`src/rtl/fetch_pkg.sv`:
```
// Shared definitions for the instruction fetch queue: word sizes, the
// queue entry layout and small PC helpers used by every fetch file.
package fetch_pkg;

  localparam int XLEN        = 32;
  localparam int INSTR_BYTES = 4;

  typedef logic [XLEN-1:0] word_t;

  localparam word_t NOP_INSTR        = 32'h0000_0013;
  localparam word_t DEFAULT_RESET_PC = 32'h0000_0000;

  // One queue entry: the fetch address and the instruction word found there.
  typedef struct packed {
    word_t pc;
    word_t ir;
  } fetch_entry_t;

  // Sequential successor of a PC; wraps modulo 2^XLEN.
  function automatic word_t pc_next(input word_t pc);
    return pc + word_t'(INSTR_BYTES);
  endfunction

  // Force a redirect target onto an instruction boundary.
  function automatic word_t align_pc(input word_t pc);
    return pc & ~word_t'(INSTR_BYTES - 1);
  endfunction

endpackage

```
`src/rtl/fetch_queue_if.sv`:
```
// Bus bundle between the fetch queue, instruction memory, EX (redirects)
// and ID (dequeue). master = the fetch queue, slave = its surroundings.
interface fetch_queue_if
  import fetch_pkg::*;
#(
  parameter int DEPTH = 4
);

  localparam int CW = $clog2(DEPTH + 1);

  // Instruction memory side
  word_t          imem_addr;
  word_t          imem_data;
  logic           imem_ack_n;

  // Control-flow redirect from EX
  logic           redirect;
  word_t          redirect_pc;

  // Dequeue side towards ID
  logic           deq_ready;
  logic           deq_valid;
  word_t          deq_pc;
  word_t          deq_pc4;
  word_t          deq_ir;
  logic [CW-1:0]  count;

  modport master (
    output imem_addr,
    input  imem_data,
    input  imem_ack_n,
    input  redirect,
    input  redirect_pc,
    input  deq_ready,
    output deq_valid,
    output deq_pc,
    output deq_pc4,
    output deq_ir,
    output count
  );

  modport slave (
    input  imem_addr,
    output imem_data,
    output imem_ack_n,
    output redirect,
    output redirect_pc,
    output deq_ready,
    input  deq_valid,
    input  deq_pc,
    input  deq_pc4,
    input  deq_ir,
    input  count
  );

endinterface

```
`src/rtl/fetch_ring.sv`:
```
// Entry storage for the fetch queue: DEPTH x 64-bit register array with
// one synchronous write port and one asynchronous read port.
module fetch_ring
  import fetch_pkg::*;
#(
  parameter  int DEPTH = 4,
  localparam int AW    = $clog2(DEPTH)
) (
  input  logic         clk,
  input  logic         we_i,
  input  logic [AW-1:0] waddr_i,
  input  fetch_entry_t wdata_i,
  input  logic [AW-1:0] raddr_i,
  output fetch_entry_t rdata_o
);

  fetch_entry_t mem_q [DEPTH];

  // Write the incoming entry into its slot.
  // NOTE: the array has no reset; occupancy is tracked by the pointers and
  // count, so stale contents are never observed as valid.
  always_ff @(posedge clk) begin
    if (we_i) begin
      mem_q[waddr_i] <= wdata_i;
    end
  end

  assign rdata_o = mem_q[raddr_i];

endmodule

```
`src/rtl/fetch_queue.sv`:
```
// Instruction fetch queue: generates the fetch PC, buffers returned words
// in a circular buffer and presents the oldest one to ID. A redirect from
// EX flushes everything and restarts fetch at the (aligned) target.
module fetch_queue
  import fetch_pkg::*;
#(
  parameter int    DEPTH    = 4,
  parameter word_t RESET_PC = DEFAULT_RESET_PC
) (
  input  logic         clk,
  input  logic         rst,
  fetch_queue_if.master bus
);

  localparam int PW = $clog2(DEPTH);
  localparam int CW = $clog2(DEPTH + 1);
  localparam logic [CW-1:0] FULL_COUNT = CW'(DEPTH);

  word_t          pc_q,     pc_d;
  logic [PW-1:0]  wr_ptr_q, wr_ptr_d;
  logic [PW-1:0]  rd_ptr_q, rd_ptr_d;
  logic [CW-1:0]  count_q,  count_d;

  logic           full;
  logic           deq_valid;
  logic           deq_fire;
  logic           enq_fire;
  fetch_entry_t   wr_entry;
  fetch_entry_t   head_entry;

  // Handshake decode; redirect suppresses both enqueue and dequeue.
  always_comb begin
    full      = (count_q == FULL_COUNT);
    deq_valid = (count_q != '0) && !bus.redirect;
    deq_fire  = deq_valid && bus.deq_ready;
    enq_fire  = !bus.imem_ack_n && !bus.redirect && (!full || deq_fire);
    wr_entry  = '{pc: pc_q, ir: bus.imem_data};
  end

  // Next-state for fetch PC, pointers and occupancy.
  // NOTE: every target gets a default first so no path leaves it unassigned
  // and no latch is inferred.
  always_comb begin
    pc_d     = pc_q;
    wr_ptr_d = wr_ptr_q;
    rd_ptr_d = rd_ptr_q;
    count_d  = count_q;
    if (bus.redirect) begin
      pc_d     = align_pc(bus.redirect_pc);
      wr_ptr_d = '0;
      rd_ptr_d = '0;
      count_d  = '0;
    end else begin
      if (enq_fire) begin
        pc_d     = pc_next(pc_q);
        wr_ptr_d = wr_ptr_q + 1'b1;
      end
      if (deq_fire) begin
        rd_ptr_d = rd_ptr_q + 1'b1;
      end
      if (enq_fire && !deq_fire) begin
        count_d = count_q + 1'b1;
      end else if (deq_fire && !enq_fire) begin
        count_d = count_q - 1'b1;
      end
    end
  end

  // State registers; reset clears occupancy immediately without a clock.
  // NOTE: sequential state uses non-blocking assignments so all registers
  // update together from the values sampled at the edge.
  always_ff @(posedge clk or posedge rst) begin
    if (rst) begin
      pc_q     <= RESET_PC;
      wr_ptr_q <= '0;
      rd_ptr_q <= '0;
      count_q  <= '0;
    end else begin
      pc_q     <= pc_d;
      wr_ptr_q <= wr_ptr_d;
      rd_ptr_q <= rd_ptr_d;
      count_q  <= count_d;
    end
  end

  fetch_ring #(
    .DEPTH (DEPTH)
  ) u_ring (
    .clk     (clk),
    .we_i    (enq_fire),
    .waddr_i (wr_ptr_q),
    .wdata_i (wr_entry),
    .raddr_i (rd_ptr_q),
    .rdata_o (head_entry)
  );

  // Head presentation; an empty slot shows a NOP rather than stale data.
  assign bus.imem_addr = pc_q;
  assign bus.deq_valid = deq_valid;
  assign bus.deq_pc    = head_entry.pc;
  assign bus.deq_pc4   = pc_next(head_entry.pc);
  assign bus.deq_ir    = deq_valid ? head_entry.ir : NOP_INSTR;
  assign bus.count     = count_q;

endmodule

```
`src/flat_wrapper.sv`:
```
// flat-port wrapper written by rule: the top's interface ports become plain ports
module fetch_queue_flat import fetch_pkg::*;
#(
  parameter int    DEPTH    = 4,
  parameter word_t RESET_PC = DEFAULT_RESET_PC
)
  (clk, rst, bus_imem_addr, bus_imem_data, bus_imem_ack_n, bus_redirect, bus_redirect_pc, bus_deq_ready, bus_deq_valid, bus_deq_pc, bus_deq_pc4, bus_deq_ir, bus_count);
  fetch_queue_if #(.DEPTH(DEPTH)) bus_i ();
  input  logic clk;
  input  logic rst;
  output wire logic [$bits(bus_i.imem_addr)-1:0] bus_imem_addr;
  input wire logic [$bits(bus_i.imem_data)-1:0] bus_imem_data;
  input wire logic [$bits(bus_i.imem_ack_n)-1:0] bus_imem_ack_n;
  input wire logic [$bits(bus_i.redirect)-1:0] bus_redirect;
  input wire logic [$bits(bus_i.redirect_pc)-1:0] bus_redirect_pc;
  input wire logic [$bits(bus_i.deq_ready)-1:0] bus_deq_ready;
  output wire logic [$bits(bus_i.deq_valid)-1:0] bus_deq_valid;
  output wire logic [$bits(bus_i.deq_pc)-1:0] bus_deq_pc;
  output wire logic [$bits(bus_i.deq_pc4)-1:0] bus_deq_pc4;
  output wire logic [$bits(bus_i.deq_ir)-1:0] bus_deq_ir;
  output wire logic [$bits(bus_i.count)-1:0] bus_count;
  assign bus_imem_addr = bus_i.imem_addr;
  assign bus_i.imem_data = bus_imem_data;
  assign bus_i.imem_ack_n = bus_imem_ack_n;
  assign bus_i.redirect = bus_redirect;
  assign bus_i.redirect_pc = bus_redirect_pc;
  assign bus_i.deq_ready = bus_deq_ready;
  assign bus_deq_valid = bus_i.deq_valid;
  assign bus_deq_pc = bus_i.deq_pc;
  assign bus_deq_pc4 = bus_i.deq_pc4;
  assign bus_deq_ir = bus_i.deq_ir;
  assign bus_count = bus_i.count;
  fetch_queue #(.DEPTH(DEPTH), .RESET_PC(RESET_PC)) u_core (.clk(clk), .rst(rst), .bus(bus_i));
endmodule
```
`config.mk`:
```
export PLATFORM = sky130hd
export DESIGN_NAME = fetch_queue_flat
export DESIGN_NICKNAME = d
export VERILOG_FILES = /design/src/rtl/fetch_pkg.sv /design/src/rtl/fetch_queue_if.sv /design/src/rtl/fetch_ring.sv /design/src/rtl/fetch_queue.sv /design/src/flat_wrapper.sv
export SDC_FILE = /design/constraint.sdc
export NUM_CORES = 1
export LEC_CHECK = 0
export BUFFER_PORTS_ARGS = -buffer_cell sky130_fd_sc_hd__buf_4
export CAP_MARGIN = 20
export CORE_ASPECT_RATIO = 0.9
export CORE_MARGIN = 3
export CORE_UTILIZATION = 59
export CTS_BUF_LIST = sky130_fd_sc_hd__clkbuf_8
export CTS_CLUSTER_DIAMETER = 50
export DETAILED_ROUTE_END_ITERATION = 16
export PLACE_DENSITY = 0.88
export SYNTH_ARGS = -nofsm -noshare
export SYNTH_HDL_FRONTEND = slang
export SYNTH_SLANG_ARGS = --single-unit
```
`constraint.sdc`:
```
create_clock -name clk -period 6.25 [get_ports clk]
set_input_delay 1.25 -clock clk [delete_from_list [all_inputs] [get_ports clk]]
set_output_delay 1.25 -clock clk [all_outputs]
set_load 0.01 [all_outputs]
```
Yosys cells after proc, flatten, opt, wreduce, memory -nomap -nowiden. Memories as Yosys holds them, arrays and structs flattened. Cells that the tools add are included.

Add/subtract/negate cells: 6. Eq/ne operators: 1. Muxes and demuxes: 12. Reduce and logical (&&, ||, !) cells: 16.

Operators with widths (number): $mux 32 (3); $add 32x3->32 const B (2); $mux 3 (3); $mux 2 (4); $logic_and 1x1->1 (6); $reduce_bool 3->1 (2); $logic_not 1->1 (5); $add 2x1->2 const B (2); $reduce_bool 2->1 (2); $add 3x1->3 const B (1); $eq 3x3->1 const B (1); $sub 3x1->3 const B (1); $mux 1 (2); $logic_or 1x1->1 (1).

Bits in registers: 39. Memory bits (writable): 256. Bits of input ports: 69. Output and inout bits: 132. Logic and storage cells: 40. Memories: 1.

Memory list: u_core.u_ring.mem_q (depth 4, bits a word 64, rd ports 1, clocked after memory_dff 0, write ports 1, line fetch_ring.sv:17) `fetch_entry_t mem_q [DEPTH];`.

Depth between registers and ports, before layout. Gate-level depths: netlist of the first run.

Depth in word-level cells: 10. Gate-level depth with buffers: 8.

Modules after synthesis. A second synthesis of the first run with hierarchy kept.

Cells, all modules: 722. Area total of the unflattened synthesis: 12448.2 um2.

Modules (own cells, without submodules): fetch_ring (instances 1, cells an instance 338, area an instance 9341.5 um2, seq. area each 7687.4 um2); fetch_queue (instances 1, cells an instance 384, area an instance 3106.7 um2, seq. area each 925.9 um2).

Least setup slack after synthesis of the first run. OpenSTA, ideal clock, no wires.

Kind: input -> register. Start: input port bus_imem_ack_n. End: memory u_core.u_ring.mem_q[0][0] (netlist bit), enable pin. Data arrival time: 3.307 ns. Path slack: 2.517 ns. Cell stages on the path: 3. Path buffers: 1. Cells stage by stage: clkbuf_1 -> nor3_1 -> and2_1.

Cells in the longest elaborated chain, start to end: 5.

RTL lines: from (decl) (line flat_wrapper.sv:13) `input wire logic [$bits(bus_i.imem_ack_n)-1:0] bus_imem_ack_n;`; $logic_not 1->1 (line fetch_queue.sv:36) `enq_fire = !bus.imem_ack_n && !bus.redirect && (!full || deq_fire);`; $logic_and 1x1->1 (2 in a row) (line fetch_queue.sv:36); $mux 1 (line fetch_ring.sv:23) `if (we_i) begin`; $mux 1 (implied by the code) (line fetch_ring.sv:24) `mem_q[waddr_i] <= wdata_i;`; to (decl) (line fetch_ring.sv:17).

Every way passes these cells.

Worst setup path in the final report of the first run.
Start: register u_core.rd_ptr_q[1]. End: output port bus_deq_pc4[18].

Cells in the longest elaborated chain, start to end: 2.

RTL lines: from (decl) (line fetch_queue.sv:21) `logic [PW-1:0] rd_ptr_q, rd_ptr_d;`; from (signal assigned) (line fetch_queue.sv:81) `rd_ptr_q <= rd_ptr_d;`; $mem_v2 4x64; $add 32x3->32 (line fetch_pkg.sv:21) `return pc + word_t'(INSTR_BYTES);`; to (decl) (line flat_wrapper.sv:19) `output wire logic [$bits(bus_i.deq_pc4)-1:0] bus_deq_pc4;`.

Every way passes these cells.

==> results.md, run 1 <==
- Area fraction of the dominant cell type after synthesis: 61.42%
- Main flop type after synthesis: edfxtp_1
- CP max-delay cell: dfrtp_2
- TritonCTS clock tree: built
- Reg2reg start: u_core.bus.count[2]
- Worst path cell trace: mux4_1 -> ha_1 -> nand4_4 -> nor3_1 -> nand4_1 -> xnor2_1 -> buf_4
- Compound-Gate Fraction of Synth Area: 1.899%
- H-tree level count: 2
- Yosys reg bits: 285
- EDFF count, synth: 248
- Fill count: 1276
- Hold Violations, Final: 0
- Power density cells: 303.2 mW/mm^2
- Crit path from: u_core.rd_ptr_q[1]
- LEAKAGE: 5.271 nW
- Count of cell types in the netlist: 53
- Finished Core Util: 72.26%
- Setup crit end: bus_deq_pc4[18]
- Setup violators final: 0
- Status: finished, final reports clean
- Most frequent cells in the layout: 248 x edfxtp_1, 200 x buf_4, 49 x nand2_1, 48 x mux4_2, 48 x clkbuf_8
- Sequential-to-total area share from yosys stat: 69.06%
- Total gr overflow: 0
- CP bufs+invs: 1
- Reg2reg setup slack: 3.26 ns
- Skew-Pair Late Insertion Delay: 0.54 ns
- I/O pin count: 201
- Die X: 157.1 microns
- Routed WL per cell: 20.87 microns
- Skew final: 0.01332 ns
- Worst EP arrival: 3.55 ns
- Post-synthesis mux area share: 12.29%
- First-pass GRT wire length: 39070 microns
- Row count: 49
- Tcrit/Tclk final: 76.77%
- Synth warn: 0
- Post-route DRC: 0
- Min-Delay Path Class: reg -> reg
- Multi-input gate area: 0.003475 sq mm
- 1st-pass router iterations: 4
- Setup CP Type: reg -> out
- Reg area: 0.008378 sq mm
- Hold Buf Count CTS: 0
- Pre-CTS WS: 1.954 ns
- Largest net degree at the start of global routing: 62
- Min Tclk post-route: 4.798 ns
- Via/cell ratio: 5.866
- Post-DRT Antenna Nets: 0
- Setup Fix Bufs, Post-CTS: 0
- Main area contributors after synthesis: edfxtp_1 61%, mux4_2 8.9%, dfrtp_1 7.6%
- Starting Density: 60.29%
- Sink Count: 285
- TNS Setup: 0 ns
- WP depth: 7
- Final Wtd Congestion: 0.7782
- Simple-gate share of the synthesized area: 9.701%
- Resized cells post-CTS: 0
- Syn avg cell area: 17.25 sq um
- Most common cell after layout, fill and taps aside: edfxtp_1
- Adder-cell area share of the yosys netlist: 0.7843%
- Yosys top cell by area: edfxtp_1
- Root Buffer: clkbuf_8
- DIE HEIGHT: 142.0 microns
- Initial DRC count: 483
- Layout cells sized above 1: 34.35%
- Post-Syn Instances: 703
- Critical Path Fanout Max: 45
- Final worst slack: 1.452 ns
- IO buf count: 192
- R2R cell count: 4
- Number of antenna violations at the first check in global routing: 0
- Placeable core area: 0.02011 sq mm
- Synth Area in XOR/XNOR: 3.756%
- Final Non-Filler Cells: 1210
- Die area: 0.02231 sq mm
- CP delay by family, top: flip-flops
- Crit start category: flip-flop
- Mapped cell area: 0.01212 sq mm
- Total GRT Usage: 22.75%
- Critical R2R Capture: u_core.u_ring.mem_q[1][12]
- Vias in the first global route: 7173
- Max cap viols: 0
- WHS: 0.5887 ns
- Final HPWL DP: 16710 microns
- Total number of vias: 7098
- Slew Limit Fails: 0
- Worst slew pin tran: 1.094 ns
- Max Buffers Root-to-Sink: 3
- Slew HR: 27.09%
- Peak Freq: 208.4 MHz
- Number of diodes: 0
- Layout Nets: 995
- Clock transition at path regs: 0.06 ns
- Largest family of logic cells by synthesized area: multiplexers
- Crit end category: primary output
- Detailed Route WL: 25250 microns
- Crit-path max cell delay: 1.09 ns
- Post-synth ARST share: 12.98%
- CTS Buf Count: 45
- Worst Path Required: 5.00 ns
- VDD IR max: 0.1747 mV
- Placed Cells: 1127
- Area Overhead vs Synth: 19.85%
- RSZ-0062 raised after global routing: false
[flip-flops by register name, summed over array words and instances, names as in the netlist]
register,cells
u_core.rd_ptr_q,2
u_core.u_ring.mem_q,248
u_core.bus.imem_addr,30
u_core.wr_ptr_q,2
u_core.bus.count,3
[final cells by class]
type	instances	share of cell area, %
tap	255	2.196
clock inverter	35	0.9903
timing repair buffer	200	10.33
inverter	14	0.3617
clock buffer	48	4.547
multi-input combinational	373	23.91
sequential	285	57.66
[metal layers]
metal / global-route usage, % / up-vias / wire, microns
met5: 1.082 / - / 0
met4: 7.215 / 0 / 550
met3: 4.287 / 43 / 1978
met2: 37.04 / 345 / 12470
met1: 31.78 / 3529 / 10250
li1: - / 3181 / -
[power breakdown]
part | switching, W | internal, W | total, W
Clock | 0.000674 | 0.000709 | 0.00138
Combinational | 0.000363 | 0.000383 | 0.000746
Sequential | 0.000108 | 0.00217 | 0.00228
Total | 0.00114 | 0.00326 | 0.00441
[per-stage QoR]
step                      total power [W]  cell area [sq um]
after global placement           0.003040              13730
after CTS                        0.004453              14530
after detailed placement         0.003068              13730
after global routing             0.004603              14530
after floorplan                  0.002727              12140
final                            0.004405              14530
[cell usage after synthesis, types with 2 or more instances]
master and number:
mux2i_1 3, o21ai_0 27, clkbuf_1 16, mux4_1 14, ha_1 6, nand4_1 14
edfxtp_1 248, xnor2_1 25, a21oi_1 3, o211ai_1 4, mux4_2 48, nand2_1 49
nor3_1 12, nand4_4 2, nor4_2 5, inv_1 14, or3_1 10, and3_1 8
nand3_1 19, buf_2 3, a31oi_1 6, and4_4 2, xor2_1 27, nor4_1 7
buf_4 7, or4_1 2, nor2_1 19, and2_1 37, dfrtp_1 37, buf_6 6
[worst min-delay path by stage]
stage / slack [ns] / cells past startpoint / end / start
global placement: 0.57 / 1 / u_core.bus.count[0] / u_core.bus.count[0]
floorplan: 0.56 / 2 / u_core.wr_ptr_q[1] / u_core.wr_ptr_q[1]
finish: 0.59 / 1 / u_core.bus.count[0] / u_core.bus.count[0]
global route: 0.62 / 1 / u_core.bus.count[0] / u_core.bus.count[0]
detailed placement: 0.58 / 1 / u_core.bus.count[0] / u_core.bus.count[0]
CTS: 0.59 / 1 / u_core.bus.count[0] / u_core.bus.count[0]
[cells by family after synthesis]
logic type                 count (synthesis)
DFF                                      285
and+or+nand+nor                          200
muxes                                     66
xor gates and xnor gates                  52
buffers and inverters                     50
AOI/OAI and AO/OA                         42
adders and majority gates                  7
other                                      1
(Power assumes the default switching activity.)
==> run 2: changes to the inputs <==
Settings changed: CORE_UTILIZATION 59 to 53, PLACE_DENSITY 0.88 to 0.84.
Clock period 6.25 ns to 4.33 ns, I/O delays scaled along.
==> run 2 against run 1 <==
Routed wire length grew 2.6%; global-route usage shrank 1.8 points; critical path type unchanged; sequential power grew 43%; highest routed layer unchanged; sequential share of layout area shrank 0.58 points; setup slack lost 1.2 ns; design area grew 1.0%; worst hold slack lost 0.10 ns; final cell count grew 3.3%; total power grew 45%; combinational power grew 50%; sequential cell count is the same.
==> results.md, run 2 (synthesis results as in run 1) <==
- Status: finished, final reports clean
- Post-route DRC: 0 (unchanged)
- DIE HEIGHT: 149.5 microns (+5.3%)
- TNS Setup: 0 ns (unchanged)
- Root Buffer: clkbuf_8
- Area Overhead vs Synth: 21.05%
- Min-Delay Path Class: in -> async
- Routed WL per cell: 20.73 microns (-0.67%)
- Detailed Route WL: 25910 microns (+2.6%)
- TritonCTS clock tree: built
- Skew-Pair Late Insertion Delay: 0.54 ns (about the same)
- 1st-pass router iterations: 5 (+1)
- VDD IR max: 0.2239 mV (+28%)
- Worst Path Required: 3.46 ns (-1.54 ns)
- RSZ-0062 raised after global routing: false
- Layout cells sized above 1: 35.04% (+0.69 points)
- Register share of total power: 51.0% (-0.7 points)
- Finished Core Util: 66.47% (-5.8 points)
- Hold Violations, Final: 0 (unchanged)
- Peak Freq: 245.5 MHz
- Final Wtd Congestion: 0.8361 (+7.4%)
- Final worst slack: 0.2568 ns (-1.195 ns)
- CP delay by family, top: simple AND/OR/NAND/NOR gates
- Pre-CTS WS: 0.7632 ns (-1.191 ns)
- Max cap viols: 0 (unchanged)
- First-pass GRT wire length: 39390 microns (+0.83%)
- LEAKAGE: 5.337 nW (+1.3%)
- Largest register FFs: 248 (unchanged)
- Sink Count: 285 (unchanged)
- Power density cells: 436.1 mW/mm^2 (+44%)
- Min Tclk post-route: 4.073 ns
- Clock transition at path regs: 0.05 ns (about the same)
- Number of diodes: 0 (unchanged)
- Pint: 0.004723 W (+45%)
- Placeable core area: 0.02208 sq mm (+9.8%)
- Clock power frac: 31.5% (about the same)
- Number of antenna violations at the first check in global routing: 0 (unchanged)
- CTS Buf Count: 45 (unchanged)
- Hold Buf Count CTS: 0 (unchanged)
- Initial DRC count: 616 (+28%)
- Slew HR: 33.22% (+6.1 points)
- Total GRT Usage: 20.94% (-1.8 points)
- Crit-path max cell delay: 0.80 ns (-0.29 ns)
- Switching pwr: 0.001677 W (+46%)
- H-tree level count: 2 (unchanged)
- Crit end category: primary output
- Row count: 51 (+4.1%)
- Tcrit/Tclk final: 94.07%
- I/O pin count: 201 (unchanged)
- Worst path cell trace: mux4_1 -> and4_4 -> nand4_1 -> nor4_1 -> xor2_1 -> buf_4
- Worst EP arrival: 3.21 ns (-0.34 ns)
- Total gr overflow: 0 (unchanged)
- Combinational power share: 17.5% (+0.6 points)
- Setup violators final: 0 (unchanged)
- Worst slew pin tran: 0.9996 ns (-0.09399 ns)
- Most frequent cells in the layout: 248 x edfxtp_1, 204 x buf_4, 49 x nand2_1, 48 x mux4_2, 48 x clkbuf_8
- Starting Density: 54.91% (-5.4 points)
- Slew Limit Fails: 0 (unchanged)
- Final HPWL DP: 16750 microns (+0.29%)
- Crit start category: flip-flop
- Design area: 0.01468 sq mm (+1.0%)
- Die area: 0.02473 sq mm (+11%)
- Largest net degree at the start of global routing: 63 (+1.6%)
- Critical Path Fanout Max: 32 (-29%)
- Setup Fix Bufs, Post-CTS: 0 (unchanged)
- Total number of vias: 7089 (-0.13%)
- IO buf count: 192 (unchanged)
- Max Buffers Root-to-Sink: 3 (unchanged)
- Via/cell ratio: 5.671 (-3.3%)
- Resized cells post-CTS: 0 (unchanged)
- CP bufs+invs: 1 (unchanged)
- Most common cell after layout, fill and taps aside: edfxtp_1
- Layout Nets: 1003 (+0.80%)
- Placed instance area: 0.01386 sq mm (+1.0%)
- Die X: 165.4 microns (+5.3%)
- Skew final: 0.01548 ns (+0.002164 ns)
- Sw frac: 26.20% (+0.21 points)
- Setup CP Type: reg -> out
- Top reg by flops: u_core.u_ring.mem_q
- Post-DRT Antenna Nets: 0 (unchanged)
- CP max-delay cell: dfrtp_4
- WHS: 0.4872 ns (-0.1015 ns)
- Vias in the first global route: 7134 (-0.54%)
-- run 2: cell type report --
| type | instances | area, sq um |
|---|---|---|
| Clock inverter | 31 | 137.6 |
| Tap cell | 291 | 364.1 |
| Inverter | 14 | 52.55 |
| Fill cell | 1522 | 7402 |
| Multi-Input combinational cell | 373 | 3477 |
| Timing Repair Buffer | 208 | 1607 |
| Clock buffer | 48 | 660.6 |
| Sequential cell | 285 | 8378 |
-- run 2: final timing paths --
path	startpoint	endpoint	slack, ns	cells past startpoint
min	rst	u_core.bus.imem_addr[18]	0.49	3
max	u_core.rd_ptr_q[0]	bus_deq_pc4[25]	0.26	6
max in group asynchronous	rst	u_core.rd_ptr_q[0]	3.43	3
max reg2reg	u_core.bus.count[1]	u_core.bus.count[2]	1.50	8
min reg2reg	u_core.bus.imem_addr[31]	u_core.u_ring.mem_q[2][63]	0.59	0
min in group clk	bus_imem_data[14]	u_core.u_ring.mem_q[0][14]	0.53	1
-- run 2: power by group through the flow --
stage                     clock network [W]  logic [W]  registers [W]
final                               0.00201    0.00112        0.00327
after global routing                0.00218    0.00121        0.00328
after CTS                           0.00207    0.00113        0.00327
after detailed placement                  0    0.00113        0.00332
after global placement                    0    0.00111        0.00331
after floorplan                           0   0.000669        0.00327
-- run 2: tightest hold or removal path, delay by kind of cell --
family	cells	cell delay (ns)
buf+inv	3	0.61
-- run 2: routing by layer --
layer | part of all wire, % | track usage, % | up-vias
li1 | - | - | 3195
met1 | 41 | 28.76 | 3562
met2 | 51 | 35.35 | 302
met3 | 7.1 | 3.875 | 30
met4 | 1.2 | 4.906 | 0
met5 | 0 | 0 | -
-- run 2: through the flow --
stage	instances	total power [W]
final	1250	0.006400
after global routing	1250	0.006677
after CTS	1249	0.006463
after detailed placement	1170	0.004447
after global placement	1170	0.004420
after floorplan	708	0.003936
==> run 3: changes to the inputs <==
Settings changed: ABC_AREA from default to 1, CORE_UTILIZATION 53 to 54.
==> run 3 against run 2 <==
Clock-buffer cell count fell by 3; synthesized cell count up 100%; global-route usage increased by 3.6 points; maximum frequency shrank 1.9%; setup slack worse by 0.079 ns; routed wire length is 31% higher; non-clock buffer count up 5; die area is 9.5% higher; critical endpoint is now bus_deq_pc4[18]; largest cell class unchanged; highest routed layer unchanged.
==> results.md, run 3 <==
- Status: finished, final reports clean
- DIE HEIGHT: 156.4 microns (+4.7%)
- Starting Density: 55.52% (+0.61 points)
- LEAKAGE: 6.739 nW (+26%)
- Combinational power share: 32.6% (+15 points)
- 1st-pass router iterations: 7 (+2)
- IO buf count: 192 (unchanged)
- Layout Nets: 1704 (+70%)
- Post-Syn Instances: 1429 (+100%)
- Setup CP Type: reg -> out
- Reg area: 0.008381 sq mm (about the same)
- Multi-input gate area: 0.004534 sq mm (+30%)
- Root Buffer: clkbuf_8
- Yosys reg bits: 285 (unchanged)
- Worst EP arrival: 3.29 ns (+0.08 ns)
- Met3 wire length: 3106 microns (+68%)
- WHS: 0.4248 ns (-0.06235 ns)
- Syn avg cell area: 9.504 sq um (-45%)
- Tcrit/Tclk final: 95.88% (+1.8 points)
- Min Tclk post-route: 4.152 ns (+0.07853 ns)
- CP max-delay cell: dfrtp_4
- Hold Violations, Final: 0 (unchanged)
- Slew HR: 61.73% (+29 points)
- Register share of total power: 42.3% (-8.7 points)
- Setup violators final: 0 (unchanged)
- Power density cells: 510.8 mW/mm^2 (+17%)
- Routed WL per cell: 17.04 microns (-18%)
- Worst path cell trace: clkinv_2 -> buf_4 -> nand2_1 -> nand3_1 -> nand2_1 -> inv_1 -> ha_1 -> nand3_1 -> nor2_2 -> inv_1 -> nor2_2 -> nand2_1 -> xor2_1 -> buf_4
- TritonCTS clock tree: built
- Most used cell, CP: nand2_1
- Total GRT Usage: 24.53% (+3.6 points)
- Clock power frac: 25.0% (-6.5 points)
- Initial DRC count: 935 (+52%)
- Die X: 173.2 microns (+4.7%)
- Reg2reg setup slack: 1.65 ns (+0.15 ns)
- CTS Buf Count: 42 (-6.7%)
- Commonest cells post-synth: 441 x nand2_1, 248 x edfxtp_1, 217 x nor2_1
- Skew final: 0.01762 ns (+0.002137 ns)
- Yosys top cell by area: edfxtp_1
- Placeable core area: 0.02446 sq mm (+11%)
- Die area: 0.02709 sq mm (+9.5%)
- Number of antenna violations at the first check in global routing: 0 (unchanged)
- VDD IR max: 0.2946 mV (+32%)
- I/O pin count: 201 (unchanged)
- Worst slew pin tran: 0.5720 ns (-0.4276 ns)
- Largest net degree at the start of global routing: 60 (-4.8%)
- Metal2 WL: 15860 microns (+20%)
- Final HPWL DP: 22690 microns (+35%)
- Clock transition at path regs: 0.07 ns (+0.02 ns)
- Min-Delay Path Class: in -> async
- Via/cell ratio: 5.360 (-5.5%)
- CP bufs+invs: 5 (+4)
- Main area contributors after synthesis: edfxtp_1 55%, nand2_1 12%, dfrtp_1 6.8%
- Skew-Pair Late Insertion Delay: 0.56 ns (+0.02 ns)
- Crit-path max cell delay: 0.60 ns (-0.20 ns)
- Largest register FFs: 248 (unchanged)
- Count of cell types in the netlist: 36 (-32%)
- Met1 wire length: 14000 microns (+33%)
- Synth warn: 0 (unchanged)
- Finished Core Util: 65.98% (-0.49 points)
- Total number of vias: 10698 (+51%)
- Area fraction of the dominant cell type after synthesis: 54.84% (-6.6 points)
- Worst Path Required: 3.46 ns (about the same)
- Main flop type after synthesis: edfxtp_1
- Pint: 0.005335 W (+13%)
- Top reg by flops: u_core.u_ring.mem_q
- Number of diodes: 0 (unchanged)
- Row count: 54 (+5.9%)
- Crit end category: primary output
- CP delay by family, top: simple AND/OR/NAND/NOR gates
- Top Layer Used: met4
- Mapped cell area: 0.01358 sq mm (+12%)
- Sink Count: 285 (unchanged)
- Slew Limit Fails: 0 (unchanged)
- Post-synth ARST share: 12.98% (unchanged)
- RSZ-0062 raised after global routing: false
- Fill count: 1924 (+26%)
- First-pass GRT wire length: 52670 microns (+34%)
- EDFF count, synth: 248 (unchanged)
- Critical Path Fanout Max: 25 (-22%)
- H-tree level count: 2 (unchanged)
- Most frequent cell after synthesis: nand2_1
- Vias in the first global route: 10144 (+42%)
- Total gr overflow: 0 (unchanged)
- Final Wtd Congestion: 0.8977 (+7.4%)
- Layout cells sized above 1: 18.86% (-16 points)
- Sw frac: 35.27% (+9.1 points)
- Peak Freq: 240.9 MHz (-1.9%)
- Sequential-to-total area share from yosys stat: 61.65% (-7.4 points)
- Max cap viols: 0 (unchanged)
- Most common cell after layout, fill and taps aside: nand2_1
- Max Buffers Root-to-Sink: 3 (unchanged)
- Switching pwr: 0.002908 W (+73%)
- Detailed Route WL: 34010 microns (+31%)
- Post-route DRC: 0 (unchanged)
- Most frequent cells in the layout: 440 x nand2_1, 248 x edfxtp_1, 213 x nor2_1, 208 x buf_4, 98 x nand3_1
- Post-DRT Antenna Nets: 0 (unchanged)
- Crit start category: flip-flop
- Area Overhead vs Synth: 18.83%
-- run 3: cell count changes after synthesis, sizes merged, moves of 25 or more --
cell	previous run	this run
mux4	62	0
o21ai	28	83
buf	19	44
and2	39	0
nor2	19	232
nand2	49	454
nand3	21	99
a21oi	3	32
inv	14	91
-- run 3: logic make-up (layout without fill, tap and decap cells) --
family / count (synthesis) / count (layout) / synth area share, %
AND/OR/NAND/NOR: 810 / 810 / 24.54
flip-flops: 285 / 285 / 61.65
buffers and inverters: 154 / 380 / 5.334
AO/OA/AOI/OAI: 137 / 137 / 5.482
XOR/XNOR: 35 / 35 / 2.257
adder cells (fa/ha/maj): 7 / 7 / 0.7002
other: 1 / 6 / 0.02761
-- run 3: cell type report --
type	count	area share [%]
flip-flops and latches	285	51.93
well taps	336	2.605
repair buffers	213	10.21
clock buffers	45	3.838
multi-input cells	995	28.10
inverters	91	2.124
clock inverters	31	1.194
-- run 3: worst min-delay path, cell delays in order --
cell and delay (ns):
buf_4 0.10, inv_1 0.04, buf_4 0.41
-- run 3: final timing paths --
path / depth (start not counted) / start / to
setup / recovery: 14 / u_core.rd_ptr_q[0] / bus_deq_pc4[18]
hold / removal: 3 / rst / u_core.bus.imem_addr[6]
setup reg to reg: 11 / u_core.bus.count[0] / u_core.bus.imem_addr[22]
hold reg to reg: 0 / u_core.bus.imem_addr[24] / u_core.u_ring.mem_q[1][56]
max in group asynchronous: 3 / rst / u_core.rd_ptr_q[0]
min in group clk: 1 / bus_imem_data[5] / u_core.u_ring.mem_q[3][5]
-- run 3: power groups by stage --
stage	Combinational [W]	Clock (W)	Sequential [W]
after floorplan	0.00160	0	0.00347
after detailed placement	0.00264	0	0.00355
after global placement	0.00257	0	0.00353
after CTS	0.00265	0.00210	0.00349
after global routing	0.00295	0.00223	0.00351
final	0.00269	0.00206	0.00349
-- run 3: layer usage --
metal	track usage [%]	up-vias
met5	0	-
met4	9.494	0
met3	4.973	74
met2	39.72	510
met1	33.15	4979
li1	-	5135
-- run 3: repair_timing --
item	CTS	global route
endpoints found under the setup margin	10	15
gates resized for setup	1	1
hold buffers	0	0
buffers inserted	0	2
-- run 3: stage by stage --
stage               area, sq um  setup TNS (ns)  worst slack (ns)  total power, W  cells
finish                    16140               0            0.1783        0.008243   1996
global route              16140               0          0.001230        0.008691   1996
CTS                       16110               0           0.08929        0.008246   1994
detailed placement        15290               0            0.4905        0.006190   1918
global placement          15290               0            0.5706        0.006099   1918
floorplan                 13600         -121.52           -0.4900        0.005075   1434
